**config.mk**
```make
export PLATFORM = sky130hd
export DESIGN_NAME = countdown_timer_ctrl_flat
export DESIGN_NICKNAME = d
export VERILOG_FILES = /design/src/rtl/countdown_timer_ctrl_if.sv /design/src/rtl/countdown_timer_ctrl.sv /design/src/flat_wrapper.sv
export SDC_FILE = /design/constraint.sdc
export NUM_CORES = 1
export LEC_CHECK = 0
export ABC_AREA = 1
export CAP_MARGIN = 20
export CORE_MARGIN = 2
export CORE_UTILIZATION = 60
export DETAILED_ROUTE_END_ITERATION = 10
export PLACE_DENSITY = 0.82
export SLEW_MARGIN = 5
export SYNTH_ARGS = -nofsm -noshare
export SYNTH_HDL_FRONTEND = slang
export SYNTH_SLANG_ARGS = --single-unit
```
**constraint.sdc**
```tcl
create_clock -name clk -period 4.2 [get_ports clk]
set_input_delay 0.84 -clock clk [delete_from_list [all_inputs] [get_ports clk]]
set_output_delay 0.84 -clock clk [all_outputs]
set_load 0.005 [all_outputs]
```
**src/rtl/countdown_timer_ctrl_if.sv**
```systemverilog
// Command and status bundle between the button/command logic and the countdown timer.
interface countdown_timer_ctrl_if;
  logic       start;
  logic       pause;
  logic       clear;
  logic [1:0] rate_sel;
  logic [7:0] load_val;
  logic       tick;
  logic [7:0] remaining;
  logic [1:0] state;
  logic       done;
  logic       busy;

  modport master (
    output start, pause, clear, rate_sel, load_val,
    input  tick, remaining, state, done, busy
  );

  modport slave (
    input  start, pause, clear, rate_sel, load_val,
    output tick, remaining, state, done, busy
  );
endinterface

```
**src/rtl/countdown_timer_ctrl.sv**
```systemverilog
// Clock-enable prescaler with a countdown on top: start/pause/resume/clear from
// one-cycle command pulses, one registered tick per prescaler wrap.
module countdown_timer_ctrl #(
  parameter int CLK_HZ = 100_000_000,
  parameter int CNT_W  = 27
) (
  input  logic                  clk,
  input  logic                  rst_n,
  countdown_timer_ctrl_if.slave bus
);

  typedef enum logic [1:0] {IDLE = 2'd0, RUN = 2'd1, PAUSE = 2'd2, DONE = 2'd3} state_e;

  localparam logic [CNT_W-1:0] TC_1HZ   = CNT_W'(CLK_HZ - 1);
  localparam logic [CNT_W-1:0] TC_10HZ  = CNT_W'(CLK_HZ / 10 - 1);
  localparam logic [CNT_W-1:0] TC_100HZ = CNT_W'(CLK_HZ / 100 - 1);
  localparam logic [CNT_W-1:0] TC_1KHZ  = CNT_W'(CLK_HZ / 1000 - 1);

  state_e           state_q, state_d;
  logic [CNT_W-1:0] presc_q, presc_d;
  logic [CNT_W-1:0] tc_q, tc_d;
  logic [7:0]       rem_q, rem_d;
  logic             tick_q, tick_d;
  logic [CNT_W-1:0] sel_tc;

  always_comb begin
    case (bus.rate_sel)
      2'b00:   sel_tc = TC_1HZ;
      2'b01:   sel_tc = TC_10HZ;
      2'b10:   sel_tc = TC_100HZ;
      default: sel_tc = TC_1KHZ;
    endcase
  end

  always_ff @(posedge clk or negedge rst_n) begin
    if (!rst_n) begin
      state_q <= IDLE;
      presc_q <= '0;
      tc_q    <= TC_1HZ;
      rem_q   <= '0;
      tick_q  <= 1'b0;
    end else begin
      state_q <= state_d;
      presc_q <= presc_d;
      tc_q    <= tc_d;
      rem_q   <= rem_d;
      tick_q  <= tick_d;
    end
  end

  always_comb begin
    state_d = state_q;
    presc_d = presc_q;
    tc_d    = tc_q;
    rem_d   = rem_q;
    tick_d  = 1'b0;
    if (bus.clear) begin
      state_d = IDLE;
      presc_d = '0;
      rem_d   = '0;
    end else if (bus.start) begin
      if (state_q == PAUSE) begin
        state_d = RUN;
      end else begin
        tc_d    = sel_tc;
        presc_d = '0;
        rem_d   = bus.load_val;
        state_d = (bus.load_val == 8'd0) ? DONE : RUN;
      end
    end else if (state_q == RUN) begin
      // The prescaler still advances on a pause edge, so a coincident tick fires.
      if (presc_q == tc_q) begin
        presc_d = '0;
        tick_d  = 1'b1;
        rem_d   = rem_q - 8'd1;
      end else begin
        presc_d = presc_q + 1'b1;
      end
      if (tick_d && rem_q == 8'd1) state_d = DONE;
      else if (bus.pause)          state_d = PAUSE;
    end
  end

  assign bus.tick      = tick_q;
  assign bus.remaining = rem_q;
  assign bus.state     = state_q;
  assign bus.done      = (state_q == DONE);
  assign bus.busy      = (state_q == RUN) || (state_q == PAUSE);

endmodule

```
**src/flat_wrapper.sv**
```systemverilog
// flat-port wrapper written by rule: the top's interface ports become plain ports
module countdown_timer_ctrl_flat 
#(
  parameter int CLK_HZ = 100_000_000,
  parameter int CNT_W  = 27
)
  (clk, rst_n, bus_start, bus_pause, bus_clear, bus_rate_sel, bus_load_val, bus_tick, bus_remaining, bus_state, bus_done, bus_busy);
  countdown_timer_ctrl_if bus_i ();
  input  logic clk;
  input  logic rst_n;
  input wire logic [$bits(bus_i.start)-1:0] bus_start;
  input wire logic [$bits(bus_i.pause)-1:0] bus_pause;
  input wire logic [$bits(bus_i.clear)-1:0] bus_clear;
  input wire logic [$bits(bus_i.rate_sel)-1:0] bus_rate_sel;
  input wire logic [$bits(bus_i.load_val)-1:0] bus_load_val;
  output wire logic [$bits(bus_i.tick)-1:0] bus_tick;
  output wire logic [$bits(bus_i.remaining)-1:0] bus_remaining;
  output wire logic [$bits(bus_i.state)-1:0] bus_state;
  output wire logic [$bits(bus_i.done)-1:0] bus_done;
  output wire logic [$bits(bus_i.busy)-1:0] bus_busy;
  assign bus_i.start = bus_start;
  assign bus_i.pause = bus_pause;
  assign bus_i.clear = bus_clear;
  assign bus_i.rate_sel = bus_rate_sel;
  assign bus_i.load_val = bus_load_val;
  assign bus_tick = bus_i.tick;
  assign bus_remaining = bus_i.remaining;
  assign bus_state = bus_i.state;
  assign bus_done = bus_i.done;
  assign bus_busy = bus_i.busy;
  countdown_timer_ctrl #(.CLK_HZ(CLK_HZ), .CNT_W(CNT_W)) u_core (.clk(clk), .rst_n(rst_n), .bus(bus_i));
endmodule
```
# Word-level counts from Yosys, hierarchy flattened
# Index checks and enable logic that the tools add are counted.
dict set report op_classes {
  add_sub_neg 2
  n_mul 0
  div 0
  magnitude_cmp 0
  eq_ne 8
  shift 0
  muxes 25
  n_bitwise 2
  reduce_logical 11
}
# operator n
set op_table {}
lappend op_table {{2-to-1 mux 27 bit} 5}
lappend op_table {{case mux 27 bit (3 select lines)} 1}
lappend op_table {{2-to-1 mux 8 bit} 5}
lappend op_table {{adder 27 x 1 -> 27 bit, second input constant} 1}
lappend op_table {{equality test 27 bit} 1}
lappend op_table {{2-to-1 mux 2 bit} 7}
lappend op_table {{equality test 8 x 1 -> 1 bit, second input constant} 1}
lappend op_table {{logical NOT 8 bit} 1}
lappend op_table {{subtractor 8 x 1 -> 8 bit, second input constant} 1}
lappend op_table {{2-to-1 mux 1 bit} 7}
lappend op_table {{equality test 2 bit, second input constant} 3}
lappend op_table {{AND reduction 3 bit} 2}
lappend op_table {{nonzero test 3 bit} 2}
lappend op_table {{equality test 2 x 1 -> 1 bit, second input constant} 2}
lappend op_table {{AND reduction 2 bit} 2}
lappend op_table {{nonzero test 4 bit} 1}
lappend op_table {{inequality test 3 bit, second input constant} 1}
lappend op_table {{logical NOT 2 bit} 1}
lappend op_table {{inverter 1 bit} 2}
lappend op_table {{logical AND 1 bit} 1}
lappend op_table {{logical OR 1 bit} 1}
dict set report totals {
  ff_bits 65
  latchBits 0
  mem_bits_rw 0
  mem_bits_ro 0
  input_bits 15
  out_inout_bits 13
  elab_cells 53
  mem_count 0
}

# Depth between registers and ports, before layout
dict set report depth {
  word_depth 10
  mapped_depth 13
  ltp_nobuf 12
}

# Least setup slack after synthesis
# No wires, ideal clock.
dict set report synth_path {
  path_kind {in2reg}
  start {input port bus_start}
  end {register u_core.presc_q[16]}
  setup_time_ps 120
  arrival_time_ps 1809
  required_time_ps 4080
  path_slack_ps 2271
  stages 8
  path_buffers 0
  cell_sequence {nor2_4 nand2_8 nand2_8 inv_6 nand2_1 nor2_2 or2_0 and3_1}
}
dict set report synth_via {
  elab_chain_cells 2
  elab_cells_between_ends 5
  cone_classes {1 x eq/ne; 2 x mux; 2 x reduce/logical}
}
# element line
set synth_rtl {}
lappend synth_rtl {{start: declaration} flat_wrapper.sv:11} ;# input wire logic [$bits(bus_i.start)-1:0] bus_start;
lappend synth_rtl {{inequality test 3 bit (no line), or another cell as far along} n/a}
lappend synth_rtl {{AND reduction 2 bit (no line) / 2-to-1 mux 27 bit (equally long branches)} n/a}
lappend synth_rtl {{end signal: assignment} countdown_timer_ctrl.sv:44} ;# presc_q <= presc_d;
lappend synth_rtl {{end: declaration} countdown_timer_ctrl.sv:20} ;# logic [CNT_W-1:0] presc_q, presc_d;
# Parallel ways exist; a longest one is shown, timed or not.
# A chain may end at the register's enable or synchronous reset.

# Worst setup path in the final report
dict set report layout_path {
  start {input port bus_start}
  end {register u_core.tc_q[10]}
}
dict set report layout_via {
  elab_chain_cells 1
}
# element line
set layout_rtl {}
lappend layout_rtl {{AND reduction 3 bit (no line)} n/a}
lappend layout_rtl {{end signal: assignment} countdown_timer_ctrl.sv:45} ;# tc_q <= tc_d;
lappend layout_rtl {{end: declaration} countdown_timer_ctrl.sv:21} ;# logic [CNT_W-1:0] tc_q, tc_d;
# No other way between the ends.

==> results.ini <==
[global_route]
grt_pass1_wl_mm=13.4
grt_max_degree=51
overflow=0
antenna_found_initial=0
first_global_vias=2921
grt_usage=0.275

[routing]
wl_met2_mm=3.40
drtPass1Iterations=5
top_layer=met4
viasPerCell=5.37
wl_met3_um=446
drtIter0Drc=202
antenna_left=0
num_vias=2992
drc=0
wl_met1_mm=3.60
drt_wl_total_mm=7.50
avgRoutedWirePerCell_um=13.5

[synthesis]
synthTopCellsByArea=dfrtp_1, nand2_1, nor2_1
yosysMostFrequentCell=nand2_1
synth_commonest_cells=nand2_1, nor2_1, inv_1
yosysSeqAreaShare=0.383
synth_cell_type_count=35
synth_top_area_cell=dfrtp_1
synth_top_cell_area_share=0.327
synth.net_count=486
synth_edf_count=0
avgSynthCellArea_um2=7.18
netlist_instances=458
synth_seq_cells=50
syn-cell-area_um2=3290
yosysWarningCount=0
ys.flop_type=dfrtp_1
async_flop_share=1.00

[worst_setup_path]
cp_max_fo=11
critPathCapture=u_core.tc_q[10]$_DFFE_PN0P_
worstSetupStartpoint=bus_start
rr_startpoint=u_core.presc_q[1]$_DFFE_PN0P_
r2r_slack_ps=2000
startpoint_type=input port
reg2reg_to=u_core.bus.remaining[3]$_DFFE_PN0P_
cp_data_required_time_ps=4390
crit_path_end_kind=flop
r2r_cells=11
arrival_ps=2850
worstSetupPathType=in2reg

[sta]
setup_viol=0
fmax_mhz=375
fin_worst_skew_ps=8.45
slew_headroom=0.544
hold_viol_final=0
fin_setup_tns_ps=0
slew_viol_final=0
finalCritPeriodShare=0.634
min_period_ps=2660
worstMarginPinSlew_ps=682
grt_setup_unrepaired=no

[clocking]
clk_latency_ps=300
cts_buffer_depth=2
cts.clk_slew.worst_paths_ps=80
post-cts-setup-buffer-count=0
cts_resized=0
cts-root-buf=clkbuf_8
cts_buffers=5
cts-htree-levels=2
cts_sinks=50
cts_tree=built
cts_hold_buf=0

[worst_hold_path]
min_path_type=reg2reg
hold_start=u_core.tc_q[23]$_DFFE_PN1P_

[placement]
dp_cells=548
place_hpwl_mm=5.72
placed_area_um2=3580
gp_congestion=0.938
io_buffer_count=27

[finish]
fin_nets=514
final_cells=557
seq_area_um2=1260
postLayoutCellArea_um2=3700
fill_cells=434
drive_above_1_share=0.0862
multi_input_area_um2=1710
antennaDiodeCount=0
area_growth_pct=12.6

[flow_run]
max-cap-violations=0

[die]
die_y_um=78.0
ios=28
die_area_um2=6090
row_count=26
die_x_um=78.0
coreArea_um2=5200
initial_core_util=0.632

[pwr]
vdd_drop_max_mv=0.230
cellPowerDensity_nw_per_um2=317
leakagePower_nw=1.71

[run_status]
status=completed

logic make-up (layout without fill, tap and decap cells):
logic type,count (synthesis),in the layout,share of synthesized area
AOI/OAI and AO/OA,49,49,0.0879
xor gates and xnor gates,13,13,0.0346
adders and majority gates,13,13,0.0494
buffers and inverters,74,103,0.0978
DFF,50,50,0.383
and+or+nand+nor,259,259,0.347
sequential cells by signal (all words and copies together) (netlist names):
register and count:
u_core.bus.tick 1, u_core.presc_q 27, u_core.bus.remaining 8, u_core.tc_q 12, u_core.bus.state 2
worst min path at each step:
stage                                        endpoint  slack, ps  depth (start not counted)
final                     u_core.tc_q[23]$_DFFE_PN1P_        490                          2
after global routing      u_core.tc_q[23]$_DFFE_PN1P_        530                          2
after CTS                 u_core.tc_q[23]$_DFFE_PN1P_        490                          2
after detailed placement  u_core.tc_q[23]$_DFFE_PN1P_        480                          2
after floorplan           u_core.tc_q[23]$_DFFE_PN1P_        450                          2
after global placement    u_core.tc_q[23]$_DFFE_PN1P_        480                          2
layout make-up:
cell class                      count  area share
Clock inverter                      1     0.00811
Inverter                           67      0.0693
Multi-Input combinational cell    334       0.461
Timing Repair Buffer               28      0.0770
Clock buffer                        7      0.0206
Sequential cell                    50       0.340
Tap cell                           70      0.0236
layer usage:
layer  GRT usage  vias up
li1            -     1493
met1       0.408     1393
met3      0.0460        7
met5           0        -
met4      0.0561        0
met2       0.429       99
where the power goes:
group | leakage (nW) | switching (mW) | internal [mW]
registers | 0.654 | 0.0387 | 0.532
clock network | 0.0524 | 0.150 | 0.178
logic | 1.00 | 0.162 | 0.113
cells in the final DEF (no fill, tap or decap), types with 2 or more instances in the layout:
master,count
o21ai_0,27
inv_1,60
nand3_1,24
nand2_2,2
nor2_1,61
nor3_1,19
nand2_8,2
a21oi_1,11
o21ai_2,5
nor2_4,3
dfstp_2,7
nand2_4,2
inv_2,6
clkdlybuf4s50_1,26
nand2_1,131
xor2_1,11
a22oi_1,2
xnor2_1,2
clkbuf_1,2
nor2_2,3
nand4_1,8
dfrtp_1,43
clkbuf_8,5
ha_1,13
per-stage QoR:
step           hold slack [ps]  total power, mW   util  setup slack, ps
2_1_floorplan              453            0.747      -             2270
3_3_place_gp               477            0.840  0.687             1300
3_5_place_dp               477            0.849  0.687             1230
4_1_cts                    491             1.18  0.708             1550
5_1_grt                    528             1.25  0.712             1270
6_report                   490             1.17  0.712             1540
worst max-delay path: stages:
cell and delay, ps:
clkdlybuf4s50_1 540, inv_2 80, nor2_4 240, inv_2 40, nor2_1 520, inv_2 200, nor2_1 180, inv_1 70
nor2_1 80, a21oi_1 40
No activity file was read; power rests on OpenSTA's default activity.
